<file path="config.mk">
export PLATFORM = sky130hd
export DESIGN_NAME = multi_ch_gain_amp
export DESIGN_NICKNAME = d
export VERILOG_FILES = /design/src/rtl/gain_amp_pkg.sv /design/src/rtl/gain_amp_lane.sv /design/src/rtl/multi_ch_gain_amp.sv
export SDC_FILE = /design/constraint.sdc
export NUM_CORES = 1
export LEC_CHECK = 0
export ABC_AREA = 0
export CAP_MARGIN = 15
export CORE_MARGIN = 1.5
export CORE_UTILIZATION = 41
export DETAILED_ROUTE_END_ITERATION = 8
export HOLD_SLACK_MARGIN = 0.12
export PLACE_DENSITY = 0.69
export SLEW_MARGIN = 20
export SYNTH_ARGS = -nofsm -noshare
export SYNTH_HDL_FRONTEND = slang
export SYNTH_SLANG_ARGS = --single-unit
export TNS_END_PERCENT = 50
</file>
<file path="constraint.sdc">
create_clock -name clk_i -period 12.1 [get_ports clk_i]
set_clock_uncertainty 0.1 [all_clocks]
set_input_delay 3.025 -clock clk_i [delete_from_list [all_inputs] [get_ports clk_i]]
set_output_delay 3.025 -clock clk_i [all_outputs]
set_load 0.02 [all_outputs]
</file>
<file path="src/rtl/gain_amp_pkg.sv">
// ---------------------------------------------------------------------------
// gain_amp_pkg
// Shared constants and helpers for the multi-channel gain amplifier.
//   DATA_W_DEF / GAIN_W_DEF / GAIN_FRAC_DEF : default datapath geometry
//   GAIN_UNITY                              : gain code for x1.0
//   sat_max / sat_min                       : signed rails for a given width
// No ports (package).
// ---------------------------------------------------------------------------
package gain_amp_pkg;

    localparam int DATA_W_DEF    = 14;
    localparam int GAIN_W_DEF    = 8;
    localparam int GAIN_FRAC_DEF = 4;
    localparam int GAIN_UNITY    = 1 << GAIN_FRAC_DEF;

    // Largest value a two's-complement number of width w can hold.
    function automatic int sat_max(input int w);
        return (1 << (w - 1)) - 1;
    endfunction

    // Most negative value a two's-complement number of width w can hold.
    function automatic int sat_min(input int w);
        return -(1 << (w - 1));
    endfunction

endpackage

</file>
<file path="src/rtl/gain_amp_lane.sv">
// ---------------------------------------------------------------------------
// gain_amp_lane
// One channel of the scaler: stage 1 multiplies the signed sample by the
// unsigned gain, stage 2 shifts out the gain fraction and clamps to the
// sample rails.
// Optional build macro: MULTI_CH_GAIN_AMP_ROUND_EN (round half up before the
// shift instead of plain floor).
// Ports:
//   clk_i, rst_i : clock, asynchronous active-high reset
//   en1_i        : load stage 1 (input sample valid)
//   en2_i        : load stage 2 (stage 1 holds a valid product)
//   data_i       : signed input sample
//   gain_i       : unsigned fixed-point gain for this sample
//   data_o       : scaled, saturated sample (holds between valids)
//   clip_o       : stage 2 result is being clamped (qualify with en2_i)
// ---------------------------------------------------------------------------
module gain_amp_lane
    import gain_amp_pkg::*;
#(
    parameter int DATA_W    = DATA_W_DEF,
    parameter int GAIN_W    = GAIN_W_DEF,
    parameter int GAIN_FRAC = GAIN_FRAC_DEF
) (
    input  logic              clk_i,
    input  logic              rst_i,
    input  logic              en1_i,
    input  logic              en2_i,
    input  logic [DATA_W-1:0] data_i,
    input  logic [GAIN_W-1:0] gain_i,
    output logic [DATA_W-1:0] data_o,
    output logic              clip_o
);

    localparam int PW = DATA_W + GAIN_W + 1;
    localparam int SW = PW + 1;

    localparam logic signed [SW-1:0] MAXV = SW'(sat_max(DATA_W));
    localparam logic signed [SW-1:0] MINV = SW'(sat_min(DATA_W));
`ifdef MULTI_CH_GAIN_AMP_ROUND_EN
    localparam logic signed [SW-1:0] BIAS = SW'(1 << (GAIN_FRAC - 1));
`else
    localparam logic signed [SW-1:0] BIAS = '0;
`endif

    logic        [PW-1:0] dataExt;
    logic        [PW-1:0] gainExt;
    logic        [PW-1:0] prod_d;
    logic signed [PW-1:0] prod_q;
    logic signed [SW-1:0] biased;
    logic signed [SW-1:0] scaled;
    logic        [DATA_W-1:0] data_d;
    logic        [DATA_W-1:0] data_q;

    // The sample is sign-extended and the gain zero-extended to the full
    // product width, so the low PW bits of the unsigned product are the
    // exact signed product; PW bits can never overflow.
    always_comb begin
        dataExt = {{(PW - DATA_W){data_i[DATA_W-1]}}, data_i};
        gainExt = {{(PW - GAIN_W){1'b0}}, gain_i};
        prod_d  = dataExt * gainExt;
    end

    // Stage 1 register: only a valid input sample replaces the product.
    always_ff @(posedge clk_i or posedge rst_i) begin
        if (rst_i) begin
            prod_q <= '0;
        end else if (en1_i) begin
            prod_q <= prod_d;
        end
    end

    // One extra guard bit absorbs the rounding bias; the arithmetic shift
    // floors toward minus infinity, then the result is clamped to the rails.
    always_comb begin
        biased = {prod_q[PW-1], prod_q} + BIAS;
        scaled = biased >>> GAIN_FRAC;
        clip_o = 1'b0;
        data_d = scaled[DATA_W-1:0];
        if (scaled > MAXV) begin
            clip_o = 1'b1;
            data_d = MAXV[DATA_W-1:0];
        end else if (scaled < MINV) begin
            clip_o = 1'b1;
            data_d = MINV[DATA_W-1:0];
        end
    end

    // Stage 2 register: holds the last output while no valid flows through.
    always_ff @(posedge clk_i or posedge rst_i) begin
        if (rst_i) begin
            data_q <= '0;
        end else if (en2_i) begin
            data_q <= data_d;
        end
    end

    assign data_o = data_q;

endmodule

</file>
<file path="src/rtl/multi_ch_gain_amp.sv">
// ---------------------------------------------------------------------------
// multi_ch_gain_amp
// N-channel signed sample scaler with per-channel fixed-point gain, a
// glitch-free shadow/active gain scheme, a 2-cycle valid pipeline and
// sticky saturation monitoring.
// Optional build macro: MULTI_CH_GAIN_AMP_ROUND_EN (used by gain_amp_lane).
// Ports:
//   clk_i, rst_i  : clock, asynchronous active-high reset
//   in_valid_i    : all channels of in_data_i are sampled this cycle
//   in_data_i     : packed signed samples, channel k at [k*DATA_W +: DATA_W]
//   gain_i        : packed new gains, same packing
//   gain_we_i     : capture gain_i into the shadow register
//   sat_clr_i     : clear sticky flags and the saturation counter
//   out_valid_o   : output strobe, 2 cycles after in_valid_i
//   out_data_o    : packed scaled, saturated samples
//   sat_o         : sticky per-channel clip flags
//   sat_cnt_o     : number of output samples with any clip (saturating)
// ---------------------------------------------------------------------------
module multi_ch_gain_amp
    import gain_amp_pkg::*;
#(
    parameter int                CH_N      = 2,
    parameter int                DATA_W    = DATA_W_DEF,
    parameter int                GAIN_W    = GAIN_W_DEF,
    parameter int                GAIN_FRAC = GAIN_FRAC_DEF,
    parameter logic [GAIN_W-1:0] GAIN_RST  = 8'h20,
    parameter int                CNT_W     = 16
) (
    input  logic                     clk_i,
    input  logic                     rst_i,
    input  logic                     in_valid_i,
    input  logic [CH_N*DATA_W-1:0]   in_data_i,
    input  logic [CH_N*GAIN_W-1:0]   gain_i,
    input  logic                     gain_we_i,
    input  logic                     sat_clr_i,
    output logic                     out_valid_o,
    output logic [CH_N*DATA_W-1:0]   out_data_o,
    output logic [CH_N-1:0]          sat_o,
    output logic [CNT_W-1:0]         sat_cnt_o
);

    logic [CH_N*GAIN_W-1:0] activeGain_q;
    logic [CH_N*GAIN_W-1:0] shadowGain_q;
    logic                   pending_q;
    logic [CH_N*GAIN_W-1:0] effGain;
    logic                   stage1Valid_q;
    logic                   outValid_q;
    logic [CH_N-1:0]        clipVec;
    logic                   anyClip;
    logic [CH_N-1:0]        satFlags_d;
    logic [CH_N-1:0]        satFlags_q;
    logic [CNT_W-1:0]       satCnt_d;
    logic [CNT_W-1:0]       satCnt_q;

    // A pending shadow gain takes effect on the very sample that commits it;
    // a write in the same cycle only lands in the shadow, so that sample
    // still sees the previously committed value.
    assign effGain = pending_q ? shadowGain_q : activeGain_q;

    // Shadow/active gain registers. A write keeps pending set even when a
    // valid sample commits the previous shadow in the same cycle, so the
    // newest write applies to the following valid sample.
    always_ff @(posedge clk_i or posedge rst_i) begin
        if (rst_i) begin
            activeGain_q <= {CH_N{GAIN_RST}};
            shadowGain_q <= {CH_N{GAIN_RST}};
            pending_q    <= 1'b0;
        end else begin
            if (in_valid_i) begin
                activeGain_q <= effGain;
            end
            if (gain_we_i) begin
                shadowGain_q <= gain_i;
                pending_q    <= 1'b1;
            end else if (in_valid_i) begin
                pending_q    <= 1'b0;
            end
        end
    end

    // Valid pipeline mirrors the two datapath stages; reset flushes it so
    // in-flight samples never produce an output strobe.
    always_ff @(posedge clk_i or posedge rst_i) begin
        if (rst_i) begin
            stage1Valid_q <= 1'b0;
            outValid_q    <= 1'b0;
        end else begin
            stage1Valid_q <= in_valid_i;
            outValid_q    <= stage1Valid_q;
        end
    end

    // One datapath lane per channel, all sharing the valid pipeline.
    for (genvar k = 0; k < CH_N; k++) begin : gLane
        gain_amp_lane #(
            .DATA_W    (DATA_W),
            .GAIN_W    (GAIN_W),
            .GAIN_FRAC (GAIN_FRAC)
        ) uLane (
            .clk_i  (clk_i),
            .rst_i  (rst_i),
            .en1_i  (in_valid_i),
            .en2_i  (stage1Valid_q),
            .data_i (in_data_i[k*DATA_W +: DATA_W]),
            .gain_i (effGain[k*GAIN_W +: GAIN_W]),
            .data_o (out_data_o[k*DATA_W +: DATA_W]),
            .clip_o (clipVec[k])
        );
    end

    assign anyClip = stage1Valid_q & (|clipVec);

    // Saturation bookkeeping is updated in the same cycle the clipped sample
    // is registered into the output, so flags and counter change together
    // with out_valid_o. A clear that coincides with a new clip keeps the
    // new clip (flag set, counter restarts at 1); the counter never wraps.
    always_comb begin
        satFlags_d = satFlags_q;
        satCnt_d   = satCnt_q;
        if (sat_clr_i) begin
            satFlags_d = stage1Valid_q ? clipVec : '0;
            satCnt_d   = anyClip ? CNT_W'(1) : '0;
        end else if (stage1Valid_q) begin
            satFlags_d = satFlags_q | clipVec;
            if (anyClip && (satCnt_q != '1)) begin
                satCnt_d = satCnt_q + CNT_W'(1);
            end
        end
    end

    // Registered sticky flags and event counter.
    always_ff @(posedge clk_i or posedge rst_i) begin
        if (rst_i) begin
            satFlags_q <= '0;
            satCnt_q   <= '0;
        end else begin
            satFlags_q <= satFlags_d;
            satCnt_q   <= satCnt_d;
        end
    end

    assign out_valid_o = outValid_q;
    assign sat_o       = satFlags_q;
    assign sat_cnt_o   = satCnt_q;

endmodule

</file>
# Word-level counts from Yosys, hierarchy flattened
# Cells that the tools add are included.
# Widths: inputs -> output; s select.
# word_totals
regBits	127
out_inout_bits	47
inputBits	49
# op_classes
multipliers	2
n_eq_ne	1
order_cmp	4
reduce_logical	6
n_addsub	1
n_mux	18
bitwise_logic	2
# ops
operator	n
$mux 16	4
$mux 14	4
$mul 14x9->23	2
$gt 19x14->1 const B	2
$lt 19x14->1 const B	2
$add 16x1->16 const B	1
$ne 16x16->1 const B	1
$mux 1	7
$mux 2	3
$reduce_bool 2->1	3
$or 2x2->2	1
$reduce_and 2->1	1
$reduce_or 2->1	1
$and 1x1->1	1
$logic_and 1x1->1	1

# Depth between registers and ports, before layout
# depth
ltp_word	9
ltp_mapped	21
depth_no_buf	19

# Hierarchy
# A second synthesis with hierarchy kept.
# hier_totals
cells_unflattened	1487
area_unflattened_um2	13501.7
# modules_own_cells
mod	instances	seq_area_each_um2	cells_each	area_per_inst_um2
gain_amp_lane (gLane[1].uLane)	1	825.8	633	5555.3
gain_amp_lane (gLane[0].uLane)	1	825.8	614	5459.0
multi_ch_gain_amp	1	1331.3	240	2487.4

# Worst setup path before layout
# No wires, ideal clock.
# synth_timing
path_kind	input to register
from	in in_data_i[3]
to	reg gLane[0].uLane.prod_q[20]
t_arrival_ns	7.309
n_path_buf	0
path_stages	16
setup_ns	0.124
setup_slack_ns	4.567
path_cell_list	nand2_1 -> fa_1 -> inv_1 -> fa_1 -> ha_1 -> inv_1 -> fa_1 -> inv_1 -> fa_1 -> a211o_1 -> a21o_1 -> a2111oi_4 -> o2111ai_2 -> a21oi_1 -> mux2_2 -> a211o_1
# synth_via
elab_chain_len	1
# synth_rtl
item	line_no	rtl
from (decl)	multi_ch_gain_amp.sv:32	input logic [CH_N*DATA_W-1:0] in_data_i,
$mul 14x9->23	gain_amp_lane.sv:60	prod_d = dataExt * gainExt;
to (signal assigned)	gain_amp_lane.sv:68	prod_q <= prod_d;
to (decl)	gain_amp_lane.sv:48	logic signed [PW-1:0] prod_q;
# No other way between the ends.
# A chain may end at the register's enable or synchronous reset.

# Final worst setup path
# Ends and elaborated chain as after synthesis.

==> run_results.csv <==
group,metric,value,unit
clock_network,htreeDepth,4,
route,drtIter0Drc,414,
clock_network,cts_buffers,17,
cells_and_area,multi_input_area,8930,sq um
placement,dp_hpwl,22.32,mm
floorplanning,die-area,33360,sq um
global_route,grt_pass1_vias,10294,
route,first_pass_iters,4,
timing,whs,0.3898,ns
timing,period_minus_slack,8.028,ns
global_route,grt_max_degree,76,
synth,ys_seq_area_share,22.54,%
route,wire_per_inst,14.57,um
timing,grt_setup_unrepaired,"false",
floorplanning,die_x,182.6,um
critical_path,path_class,"input pin to register",
critical_path,crit_required,12.29,ns
synth,synth_cell_types,62,
clock_network,cts_tree,"built",
synth,avgSynthCellArea,9.157,sq um
floorplanning,die_h,182.6,um
critical_path,cp_max_fo,8,
cells_and_area,instances_no_fill,1940,
placement,io_buffers,95,
route,vias,9681,
cells_and_area,seq_area,2984,sq um
critical_path,arrival,8.22,ns
synth,synth_ff_type,"dfrtp_1",
cells_and_area,layout.nets,1841,
timing,timing.slew.headroom,35.77,%
synth,ys_warn_count,0,
clock_network,clk_latency,0.41,ns
route,route.detailed.drc,0,
route,via_per_inst,4.990,
timing,worst_pin_slew,0.9634,ns
cells_and_area,fillerInstances,2957,
global_route,grt_remaining_overflow,0,
synth,syn_area,13230,sq um
clock_network,cts.sinks,119,
clock_network,postCtsSetupBuffers,0,
synth,syn-num-nets,1761,
timing,slew_violations,0,
global_route,track_usage,18.54,%
global_route,grt_antenna_before_repair,0,
timing,hold_viol_final,0,
synth,synth_edf_count,0,
synth,synthArstFlopShare,100.0,%
outcome,outcome,"complete, no violations",
route,wirelength,28.26,mm
cells_and_area,num_antenna_cells,0,
min_path,hp-class,"register to register",
clock_network,clock-root-buffer,"clkbuf_16",
floorplanning,io_pins,96,
critical_path,critPathLaunchType,"input pin",
synth,synth_seq_cells,119,
clock_network,cts_buffer_depth,2,
cells_and_area,synthToLayoutAreaGrowth,14.90,%
cells_and_area,fin_util,48.06,%
timing,finalSetupViolCount,0,
placement,place_congestion,0.8546,
clock_network,clk_pin_slew,0.05,ns
global_route,grt_pass1_wl,50.20,mm
floorplanning,core,31640,sq um
floorplanning,initial_utilization,41.82,%
job,cap_violations,0,
placement,dp_cells,1908,
cells_and_area,drive_above_1_share,7.087,%
route,postRouteAntennaNets,0,
timing,fin_setup_tns,0,ns
timing,min_period_over_period,66.35,%
floorplanning,fp-row-count,65,
critical_path,cp-end-kind,"register",
timing,fmax,0.1246,GHz
synth,synth_cells,1445,
clock_network,hold_buffers,0,
clock_network,cts-resized-gates,0,
[kinds of logic after synthesis]
| logic type | count (synthesis) | synth area share (%) |
|---|---|---|
| simple gates | 418 | 14.99 |
| buf+inv | 351 | 9.967 |
| fa+ha+maj | 267 | 35.46 |
| compound gates | 197 | 9.901 |
| flops | 119 | 22.54 |
| mux | 56 | 4.690 |
| xor+xnor | 37 | 2.449 |
[registers in the layout (all words and copies together) (netlist names)]
register	cells
shadowGain_q	16
activeGain_q	16
stage1Valid_q	1
sat_o	2
sat_cnt_o	16
pending_q	1
gLane.uLane.prod_q	38
gLane.uLane.data_o	28
out_valid_o	1
[stage by stage]
stage	cell area, sq um	setup WS, ns
global placement	14600	3.760
global route	15200	3.847
detailed placement	14600	3.642
finish	15200	4.072
floorplan	13230	4.567
CTS	15200	4.064
[placed cells by master, fill, tap and decap left out, drive strengths merged, types with 5 or more instances in the layout]
cell type	n
nand3	12
clkbuf	18
o31ai	5
inv	308
nor2	95
and2	49
and3	6
nor2b	55
buf	13
ha	87
o21ai	42
o21a	14
dfrtp	115
nand2b	5
a21o	13
nand2	153
a211o	7
a211oi	5
clkdlybuf4s50	94
or3	5
mux2	48
xor2	5
fa	180
xnor2	32
mux2i	8
o211ai	20
nor3	18
a21oi	61
[layer usage]
metal	track usage (%)	vias to the layer above	wire length [um]
met5	0	-	0
met4	3.603	0	256
met3	2.435	19	739
met2	31.82	167	13570
met1	25.18	4811	13690
li1	-	4684	-
[layout make-up]
type | count | area share (%)
well taps | 402 | 3.308
flip-flops and latches | 119 | 19.63
inverters | 305 | 7.547
clock inverters | 14 | 1.144
clock buffers | 18 | 2.823
repair buffers | 107 | 6.814
multi-input cells | 975 | 58.74
[path summary, 6_finish.rpt]
check | startpoint | end | slack, ns | cells past startpoint
min | gLane[1].uLane.prod_q[15] | gLane[1].uLane.prod_q[15] | 0.39 | 2
max in group asynchronous | rst_i | activeGain_q[15] | 7.59 | 3
min reg2reg | gLane[1].uLane.prod_q[15] | gLane[1].uLane.prod_q[15] | 0.39 | 2
max | in_data_i[3] | gLane[0].uLane.prod_q[20] | 4.07 | 17
min in group asynchronous | rst_i | sat_cnt_o[12] | 2.94 | 2
max reg2reg | pending_q | gLane[0].uLane.prod_q[20] | 5.89 | 17
[synth_stat cells (38+ instances only)]
master    instances  share of area, %
inv_1           305               8.7
fa_1            180                27
nand2_1         153               4.3
dfrtp_1         115                22
nor2_1           95               2.7
ha_1             87               8.2
a21oi_1          61               2.3
nor2b_1          55               2.6
and2_1           49               2.3
mux2_2           48               4.1
o21ai_0          41               1.6
clkbuf_1         38               1.1
[critical path, cell delays in order]
cell	delay [ns]
clkdlybuf4s50_1	0.60
nand2_1	0.12
fa_1	0.54
inv_1	0.05
fa_1	0.46
ha_1	0.29
inv_1	0.05
fa_1	0.55
inv_1	0.07
fa_1	0.47
a211o_1	0.33
a21o_1	0.22
a2111oi_4	0.46
o2111ai_2	0.20
a21oi_1	0.20
mux2_2	0.34
a211o_1	0.22
Power is left out: the tool's default activity adds up to more than one toggle a clock period on the data nets, which glitch-free logic cannot reach.
